==> src/rtl/serial_adder_ctrl.sv <==
// Wide unsigned adder that time-shares one CHUNK_BITS-wide adder stage over
// NUM_CHUNKS cycles, LSB chunk first, and presents a registered sum/overflow.
module serial_adder_ctrl #(
    parameter int CHUNK_BITS = 4,
    parameter int NUM_CHUNKS = 4,
    localparam int W = CHUNK_BITS * NUM_CHUNKS
) (
    input  logic         clk,
    input  logic         rst,
    input  logic         start,
    input  logic [W-1:0] a,
    input  logic [W-1:0] b,
    input  logic         carry_in,
    output logic         busy,
    output logic         done,
    output logic [W-1:0] sum,
    output logic         overflow
);

    localparam int CW = (NUM_CHUNKS > 1) ? $clog2(NUM_CHUNKS) : 1;
    localparam logic [CW-1:0] LAST = CW'(NUM_CHUNKS - 1);

    typedef enum logic [1:0] {IDLE, ADD, DONE} state_t;

    state_t              state_q, state_d;
    logic [W-1:0]        a_q, a_d;
    logic [W-1:0]        b_q, b_d;
    logic                carry_q, carry_d;
    logic [CW-1:0]       count_q, count_d;
    logic [W-1:0]        res_q, res_d;
    logic [W-1:0]        sum_q, sum_d;
    logic                ovf_q, ovf_d;
    logic [CHUNK_BITS:0] chunk;

    always_ff @(posedge clk or posedge rst) begin
        if (rst) begin
            state_q <= IDLE;
            a_q     <= '0;
            b_q     <= '0;
            carry_q <= 1'b0;
            count_q <= '0;
            res_q   <= '0;
            sum_q   <= '0;
            ovf_q   <= 1'b0;
        end else begin
            state_q <= state_d;
            a_q     <= a_d;
            b_q     <= b_d;
            carry_q <= carry_d;
            count_q <= count_d;
            res_q   <= res_d;
            sum_q   <= sum_d;
            ovf_q   <= ovf_d;
        end
    end

    always_comb begin
        state_d = state_q;
        a_d     = a_q;
        b_d     = b_q;
        carry_d = carry_q;
        count_d = count_q;
        res_d   = res_q;
        sum_d   = sum_q;
        ovf_d   = ovf_q;
        chunk   = {1'b0, a_q[CHUNK_BITS-1:0]} + {1'b0, b_q[CHUNK_BITS-1:0]}
                + (CHUNK_BITS+1)'(carry_q);

        case (state_q)
            IDLE: begin
                if (start) begin
                    a_d     = a;
                    b_d     = b;
                    carry_d = carry_in;
                    count_d = '0;
                    state_d = ADD;
                end
            end
            ADD: begin
                a_d     = a_q >> CHUNK_BITS;
                b_d     = b_q >> CHUNK_BITS;
                carry_d = chunk[CHUNK_BITS];
                // Each new chunk enters at the top, so after NUM_CHUNKS steps chunk 0 sits at the LSB.
                res_d   = (res_q >> CHUNK_BITS)
                        | (W'(chunk[CHUNK_BITS-1:0]) << (W - CHUNK_BITS));
                if (count_q == LAST) begin
                    sum_d   = res_d;
                    ovf_d   = chunk[CHUNK_BITS];
                    count_d = '0;
                    state_d = DONE;
                end else begin
                    count_d = count_q + 1'b1;
                end
            end
            DONE:    state_d = IDLE;
            default: state_d = IDLE;
        endcase
    end

    assign busy     = (state_q == ADD);
    assign done     = (state_q == DONE);
    assign sum      = sum_q;
    assign overflow = ovf_q;

endmodule

==> config.mk <==
export PLATFORM = sky130hd
export DESIGN_NAME = serial_adder_ctrl
export DESIGN_NICKNAME = d
export VERILOG_FILES = /design/src/rtl/serial_adder_ctrl.sv
export SDC_FILE = /design/constraint.sdc
export NUM_CORES = 1
export LEC_CHECK = 0
export ABC_AREA = 1
export CELL_PAD_IN_SITES_DETAIL_PLACEMENT = 0
export CELL_PAD_IN_SITES_GLOBAL_PLACEMENT = 1
export CORE_UTILIZATION = 35
export DETAILED_ROUTE_END_ITERATION = 12
export GPL_TIMING_DRIVEN = 0
export PLACE_DENSITY_LB_ADDON = 0.08
export SLEW_MARGIN = 0
export SYNTH_ARGS = -nofsm -noshare
export SYNTH_HDL_FRONTEND = slang
export SYNTH_SLANG_ARGS = --single-unit
==> constraint.sdc <==
create_clock -name clk -period 2.09 [get_ports clk]
set_input_delay 0.3135 -clock clk [delete_from_list [all_inputs] [get_ports clk]]
set_output_delay 0.3135 -clock clk [all_outputs]
set_load 0.005 [all_outputs]
# Yosys cells after proc, flatten, opt, wreduce, memory -nomap -nowiden
# Index checks and enable logic that the tools add are counted.
# word_totals
out_inout_bits	19
regBits	70
wordCells	34
input_bits	36
# op_classes
n_eq_ne	5
n_addsub	3
bitwise	1
muxes	12
reduce_logical	5
# op_table
operator	n
$pmux W16 S2	2
$mux W16	2
$or A12 B16 Y16	1
$mux W2	4
$pmux W2 S2	2
$reduce_and A2 Y1	3
$add A4 B4 Y5	1
$add A5 B1 Y5	1
$eq A2 B2 Y1 const B	2
$add A2 B1 Y2 const B	1
$eq A2 B1 Y1 const B	1
$logic_not A2 Y1	1
$ne A2 B1 Y1 const B	1
$ne A2 B2 Y1 const B	1
$pmux W1 S2	1
$reduce_bool A2 Y1	1
$mux W1	1

# Longest topological paths before layout
# Gate-level depths: netlist of the first run.
# logic_depth
word_depth	3
depth_mapped	9
ltp_nobuf	7

# Worst setup path before layout of the first run
# Ideal clock, no wire load.
# synth_path
path_type	register -> register
start	register a_q[0]
end	register res_q[13]
required_time_ns	2.007
n_path_buf	0
t_arrival_ns	1.476
slack_ns	0.531
synth_period_minus_slack_ns	1.559
setup_ns	0.083
path_stages_with_launch	5
cell_sequence	dfrtp_1 -> fa_1 -> inv_1 -> fa_1 -> o21ai_0
# synth_between
elab_chain_cells	3
# synth_rtl
element	line_no	rtl
from (decl)	26	logic [W-1:0] a_q, a_d;
from (signal assigned)	38	a_q <= '0;
from (signal assigned)	47	a_q <= a_d;
$add A4 B4 Y5	66	chunk = {1'b0, a_q[CHUNK_BITS-1:0]} + {1'b0, b_q[CHUNK_BITS-1:0]}
$add A5 B1 Y5	67	+ (CHUNK_BITS+1)'(carry_q);
$or A12 B16 Y16	85	| (W'(chunk[CHUNK_BITS-1:0]) << (W - CHUNK_BITS));
to (signal assigned)	51	res_q <= res_d;
to (decl)	30	logic [W-1:0] res_q, res_d;
# Every way passes these cells.
# A chain may end at the register's enable or synchronous reset.

# Final worst setup path of the first run
# layout_path
start	register state_q[1]
end	output busy
# layout_between
elab_chain_cells	1
# layout_rtl
element	line_no	rtl
from (decl)	25	state_t state_q, state_d;
from (signal assigned)	46	state_q <= state_d;
$eq A2 B1 Y1	100	assign busy = (state_q == ADD);
to (decl)	14	output logic busy,
# Every way passes these cells.

==> out/metrics.csv, run 1 <==
stage;metric;value;unit
final_layout;filler_cell_count;853;
route;count_of_routing_violations_after_the_opening_detailed_route_iteration;77;
final_layout;post-route-util;47.6;%
min_path;hold_end;sum[14]$_DFFE_PP0P_;
synth;ys_ff_latch;66;
worst_setup_path;critical_path.most_common_cell;sky130_fd_sc_hd__inv_2;
power_and_ir_drop;power_leakage;1.86;nW
synth;synth-seq-area-share;54.8;%
floorplanning;die_height;94.8;um
clock_network;cts.htree.levels;3;
sta;hold_viol;0;
sta;setup_viol;0;
worst_setup_path;r2r_slack;0.38;ns
route;dr_drc_count;0;
floorplanning;boundaryPins;55;
sta;worstMarginPinSlew;0.819;ns
global_routing;grt_start_max_net_pins;67;
final_layout;mostFrequentLayoutCell;sky130_fd_sc_hd__nand2_1;
synth;yosys_warnings;0;
worst_setup_path;criticalPathCategory;flop to output port;
clock_network;cts_tree;done;
worst_setup_path;startpoint_of_the_worst_slack_reg_to_reg_timing_path;a_q[0]$_DFFE_PP0P_;
route;routed_wl;6640;um
synth;postSynthNetCount;387;
clock_network;numClockSinks;66;
sta;fmaxAchievable;507;MHz
floorplanning;fp.dieArea;0.00899;sq mm
sta;fin_hold_ws;0.470;ns
outcome;run_status;finished, final reports clean;
clock_network;cts_root_buffer;sky130_fd_sc_hd__clkbuf_8;
global_routing;grt_first_pass_wirelength;10900;um
place;place.gp.congestion;0.727;
power_and_ir_drop;powerDensity;1620;mW/mm^2
clock_network;clk_transition_reported_paths;0.07;ns
power_and_ir_drop;worst_ir_drop_vdd;475;uV
place;portBuffers;54;
clock_network;clk-insertion-delay-late;0.34;ns
route;via_per_inst;4.57;
global_routing;grt_overflow;0;
worst_setup_path;crit_slowest_cell;sky130_fd_sc_hd__clkdlybuf4s50_1;
final_layout;flow.area_growth_from_synthesis;30.5;%
global_routing;antenna_found_initial;0;
floorplanning;floorplan.rows;33;
synth;syn_area_per_cell;8.74;sq um
floorplanning;floorplan.core_area;0.00826;sq mm
worst_setup_path;critPathMaxStageDelay;0.50;ns
floorplanning;floorplan.initialDensity;36.5;%
final_layout;final-instance-count-excl-fill;520;
floorplanning;die-width;94.8;um
sta;fin_ws;0.116;ns
sta;finalCritPeriodShare;94.4;%
route;routed-via-count;2377;
final_layout;nets;452;
min_path;hold_depth;2;
sta;max_slew_margin;45.4;%
run;drv_cap;0;
worst_setup_path;crit_path_cell_trace;inv_2 -> nand2_8 -> inv_2 -> buf_6 -> clkdlybuf4s50_1;
route;route.antenna.remaining_nets;0;
global_routing;first_global_vias;2319;
sta;final_report_max_slew_violation_count;0;
route;detail_route.first_pass.iterations;4;
final_layout;share_of_layout_cells_above_drive_strength_1;10.4;%
synth;yosysUniqueCellTypes;22;
place;dp.cells;504;
place;detailedPlace.worstSlack;0.288;ns
worst_setup_path;rr_endpoint;res_q[13]$_DFFE_PP0P_;
worst_setup_path;crit_path_max_fanout;13;
synth;netlist_instances;345;
worst_setup_path;startpoint_type;flop;
clock_network;cts_made_buffers;9;
final_layout;antennaDiodeCount;0;
place;detailed_place_hpwl;4750;um
min_path;hold_path.startpoint;sum[14]$_DFFE_PP0P_;
sta;finClkSkew;0.00576;ns
final_layout;final_cell_mix;sky130_fd_sc_hd__nand2_1 (103), sky130_fd_sc_hd__dfrtp_1 (65), sky130_fd_sc_hd__clkdlybuf4s50_1 (54), sky130_fd_sc_hd__o21ai_1 (42), sky130_fd_sc_hd__inv_1 (40);
worst_setup_path;cp.required;1.78;ns
synth;syn_area;0.00302;sq mm
min_path;worst_hold_path_type;flop to flop;
route;detail_route.wl_per_cell;12.8;um
sta;rsz0062_at_grt;false;
global_routing;groute.usage.overall;16.3;%
worst_setup_path;critical_path_arrival;1.66;ns
worst_setup_path;cp-end-kind;output port;
clock_network;cts_hold_buffers;0;
sta;shortest_period_the_worst_path_allows;1.97;ns
clock_network;clock_tree.buffer_depth;2;
worst_setup_path;reg2reg_depth;4;
[how the worst max path moves through the flow]
stage | from | to | slack (ns) | depth (start not counted)
6_report | state_q[1]$_DFFE_PP0P_ | busy | 0.12 | 5
5_1_grt | state_q[1]$_DFFE_PP0P_ | busy | 0.03 | 5
4_1_cts | state_q[1]$_DFFE_PP0P_ | busy | 0.03 | 5
3_5_place_dp | state_q[1]$_DFFE_PP0P_ | busy | 0.29 | 6
3_3_place_gp | rst | a_q[11]$_DFFE_PP0P_ | -1.17 | 2
2_1_floorplan | rst | a_q[0]$_DFFE_PP0P_ | 0.12 | 1
[state kept, by name, indices dropped and copies added, names as in the netlist]
name,count
state_q,2
overflow,1
count_q,2
b_q,16
carry_q,1
a_q,16
sum,16
res_q,12
[stage by stage]
stage          power [mW]  TNS (ns)  cell area [sq um]
2_1_floorplan        4.18         0               3020
3_3_place_gp         5.17    -77.10               3690
3_5_place_dp         5.21         0               3690
4_1_cts              6.46         0               3920
5_1_grt              6.99         0               3930
6_report             6.38         0               3930
[cells by family after synthesis]
group                      count (synthesis)  synth area share [%]
AOI/OAI and AO/OA                         78                  13.9
buffers and inverters                     63                  10.2
adders and majority gates                  6                  2.99
DFF                                       66                  54.8
and+or+nand+nor                          131                  17.8
xor gates and xnor gates                   1                 0.291
[per-layer routing]
layer	wire length [um]	track usage [%]
met2	3230	26.7
met3	202	4.43
met1	3110	20.3
met4	90	6.06
met5	0	0
[worst max-delay path, delay by kind of cell, from the launching register on]
kind                   cells  cell delay [ns]
DFF                        1             0.37
buffers and inverters      4             0.83
and+or+nand+nor            1             0.11
[cell usage after synthesis]
| library cell | count | area share, % |
|---|---|---|
| sky130_fd_sc_hd__buf_2 | 3 | 0.50 |
| sky130_fd_sc_hd__nand3_1 | 15 | 2.5 |
| sky130_fd_sc_hd__dfrtp_1 | 66 | 55 |
| sky130_fd_sc_hd__o21a_1 | 1 | 0.25 |
| sky130_fd_sc_hd__nand2_4 | 1 | 0.37 |
| sky130_fd_sc_hd__clkbuf_1 | 5 | 0.62 |
| sky130_fd_sc_hd__inv_1 | 42 | 5.2 |
| sky130_fd_sc_hd__nor2_1 | 10 | 1.2 |
| sky130_fd_sc_hd__buf_4 | 2 | 0.50 |
| sky130_fd_sc_hd__buf_6 | 8 | 3.0 |
| sky130_fd_sc_hd__nand2_1 | 103 | 13 |
| sky130_fd_sc_hd__nor2_8 | 1 | 0.66 |
| sky130_fd_sc_hd__a22o_1 | 1 | 0.29 |
| sky130_fd_sc_hd__o21ai_1 | 42 | 7.0 |
| sky130_fd_sc_hd__ha_1 | 4 | 1.7 |
| sky130_fd_sc_hd__fa_1 | 2 | 1.3 |
| sky130_fd_sc_hd__o21ai_2 | 6 | 1.7 |
| sky130_fd_sc_hd__o21ai_0 | 26 | 4.3 |
| sky130_fd_sc_hd__xnor2_1 | 1 | 0.29 |
| sky130_fd_sc_hd__a21oi_1 | 2 | 0.33 |
| sky130_fd_sc_hd__inv_2 | 3 | 0.37 |
| sky130_fd_sc_hd__nand3b_1 | 1 | 0.25 |
[power breakdown]
part | internal (mW) | switching, mW
combinational | 1.27 | 1.67
sequential | 1.90 | 0.269
clock | 0.768 | 0.490
total | 3.94 | 2.43
[final cells by class]
cell class	instances	area, sq um	share of cell area (%)
sequential	66	1650	42.0
tap	105	131	3.34
multi-input combinational	216	1060	27.1
clock inverter	4	72.6	1.84
timing repair buffer	55	548	13.9
inverter	45	171	4.36
buffer	17	128	3.24
clock buffer	12	165	4.20
[repair_timing]
action | in CTS | in global routing
gates resized for setup | 1 | 2
setup buffers | 0 | 1
pin swaps | 0 | 0
setup endpoints to repair | 1 | 1
Note: power is estimated with default switching activity, not from simulation.
==> inputs of run 2 (changes only) <==
- CELL_PAD_IN_SITES_DETAIL_PLACEMENT: 0 -> not set
- CELL_PAD_IN_SITES_GLOBAL_PLACEMENT: 1 -> not set
- CORE_UTILIZATION: 35 -> 41
==> out/metrics.csv, run 2 (synthesized netlist as in run 1, its figures left out) <==
stage;metric;value;unit
route;via_per_inst;4.82;
floorplanning;boundaryPins;55;
worst_setup_path;cp.required;1.78;ns
global_routing;antenna_found_initial;0;
route;detail_route.wl_per_cell;12.8;um
route;routed-via-count;2464;
worst_setup_path;crit_path_max_fanout;10;
sta;max_slew_margin;46.0;%
worst_setup_path;crit_path_cell_trace;nand2_4 -> buf_6 -> inv_2 -> buf_6 -> dlygate4sd2_1;
sta;worstMarginPinSlew;0.811;ns
global_routing;grt_overflow;0;
clock_network;clock_tree.buffer_depth;2;
worst_setup_path;critPathMaxStageDelay;0.43;ns
sta;rsz0062_at_grt;false;
sta;final_report_max_slew_violation_count;0;
global_routing;grt_start_max_net_pins;67;
clock_network;cts_root_buffer;sky130_fd_sc_hd__clkbuf_8;
clock_network;cts.htree.levels;3;
route;detail_route.first_pass.iterations;4;
power_and_ir_drop;cellInternalPower;3.73;mW
clock_network;cts_tree;done;
worst_setup_path;critical_path_arrival;1.55;ns
floorplanning;die-width;87.8;um
route;dr_drc_count;0;
route;routed_wl;6540;um
sta;hold_viol;0;
power_and_ir_drop;total_power;6.22;mW
clock_network;cts_made_buffers;9;
worst_setup_path;cp-end-kind;output port;
worst_setup_path;criticalPathCategory;flop to output port;
final_layout;mostFrequentLayoutCell;sky130_fd_sc_hd__nand2_1;
final_layout;antennaDiodeCount;0;
power_and_ir_drop;share_clk_of_total_power;17.4;%
power_and_ir_drop;power_leakage;1.85;nW
place;portBuffers;54;
place;placedInstanceArea;0.00368;sq mm
run;drv_cap;0;
place;place.gp.congestion;0.832;
final_layout;final-instance-count-excl-fill;511;
sta;finalCritPeriodShare;89.0;%
final_layout;filler_cell_count;663;
power_and_ir_drop;seq_pwr_share;34.9;%
sta;finClkSkew;0.00716;ns
final_layout;nets;452;
outcome;run_status;finished, final reports clean;
final_layout;flow.area_growth_from_synthesis;28.7;%
clock_network;clk-insertion-delay-late;0.34;ns
floorplanning;die_height;87.8;um
floorplanning;floorplan.rows;30;
global_routing;grt_first_pass_wirelength;11400;um
sta;setup_tns;0;ns
final_layout;final_cell_mix;sky130_fd_sc_hd__nand2_1 (103), sky130_fd_sc_hd__dfrtp_1 (66), sky130_fd_sc_hd__clkdlybuf4s50_1 (53), sky130_fd_sc_hd__o21ai_1 (42), sky130_fd_sc_hd__inv_1 (40);
sta;shortest_period_the_worst_path_allows;1.86;ns
floorplanning;fp.dieArea;0.00770;sq mm
final_layout;final_design_area_no_fill;0.00388;sq mm
power_and_ir_drop;power.net_switching;2.49;mW
final_layout;share_of_layout_cells_above_drive_strength_1;10.1;%
global_routing;first_global_vias;2493;
place;detailed_place_hpwl;4580;um
clock_network;numClockSinks;66;
route;route.antenna.remaining_nets;0;
worst_setup_path;critical_path.most_common_cell;sky130_fd_sc_hd__buf_6;
sta;fmaxAchievable;537;MHz
min_path;worst_hold_path_type;flop to flop;
power_and_ir_drop;power.share.combinational;47.6;%
clock_network;clk_transition_reported_paths;0.08;ns
worst_setup_path;startpoint_type;flop;
global_routing;groute.usage.overall;19.6;%
sta;fin_hold_ws;0.472;ns
floorplanning;floorplan.core_area;0.00694;sq mm
power_and_ir_drop;sw_frac_of_total;40.0;%
sta;setup_viol;0;
power_and_ir_drop;powerDensity;1600;mW/mm^2
power_and_ir_drop;worst_ir_drop_vdd;603;uV
route;count_of_routing_violations_after_the_opening_detailed_route_iteration;165;
floorplanning;floorplan.initialDensity;43.4;%
worst_setup_path;crit_slowest_cell;sky130_fd_sc_hd__dfrtp_1;
place;dp.cells;495;
==> run 2: cell count changes in the layout (fill, tap and decap cells not counted), sizes merged <==
cell	previous run	this run
clkinv	1	5
clkdlybuf4s50	54	53
dlygate4sd2	0	1
clkbuf	17	14
clkinvlp	1	0
bufinv	2	1
inv	45	46
==> run 2: stage by stage <==
stage | util [%] | setup WS (ns)
6_report | 55.9 | 0.229
3_5_place_dp | 53.0 | 0.304
2_1_floorplan | - | 0.122
4_1_cts | 55.9 | 0.206
3_3_place_gp | 52.9 | -1.08
5_1_grt | 55.9 | 0.153
==> run 2: repair_timing <==
item                       4_1_cts  5_1_grt
hold buffers                     0        0
resized for setup                2        0
setup endpoints to repair        1        0
buffers inserted                 0        0
==> run 2: area by class of cell <==
cell class / count / area (sq um) / share of cell area, %
Buffer: 18 / 139 / 3.58
Clock buffer: 9 / 124 / 3.19
Clock inverter: 7 / 78.8 / 2.03
Inverter: 45 / 171 / 4.42
Multi-Input combinational cell: 216 / 1060 / 27.2
Sequential cell: 66 / 1650 / 42.6
Tap cell: 96 / 120 / 3.10
Timing Repair Buffer: 54 / 539 / 13.9
==> run 2: routing by layer <==
metal | wire length (um) | vias up | global-route usage (%)
met5 | 0 | - | 0
li1 | - | 1220 | -
met2 | 3110 | 56 | 31.0
met1 | 3120 | 1181 | 26.8
met4 | 100 | 0 | 9.09
met3 | 212 | 7 | 2.92
==> run 2: power by group through the flow <==
stage	clock network (mW)	logic (mW)	registers, mW
2_1_floorplan	0	2.02	2.16
3_3_place_gp	0	2.94	2.18
3_5_place_dp	0	3.00	2.20
4_1_cts	1.10	3.01	2.18
5_1_grt	1.16	3.41	2.24
6_report	1.08	2.96	2.17
==> run 2: worst max-delay path, delay by kind of cell, from the launching register on <==
family        cells  cell delay, ns
buf+inv           4            0.64
simple gates      1            0.14
flops             1            0.43
==> run 2: worst paths after layout <==
path	to	slack [ns]	from	cells past startpoint
min	sum[3]$_DFFE_PP0P_	0.47	sum[3]$_DFFE_PP0P_	2
min in group asynchronous	res_q[5]$_DFFE_PP0P_	0.49	rst	2
max in group asynchronous	b_q[1]$_DFFE_PP0P_	1.07	rst	2
min reg2reg	sum[3]$_DFFE_PP0P_	0.47	sum[3]$_DFFE_PP0P_	2
max	busy	0.23	state_q[0]$_DFFE_PP0P_	5
max reg2reg	res_q[13]$_DFFE_PP0P_	0.39	a_q[0]$_DFFE_PP0P_	4
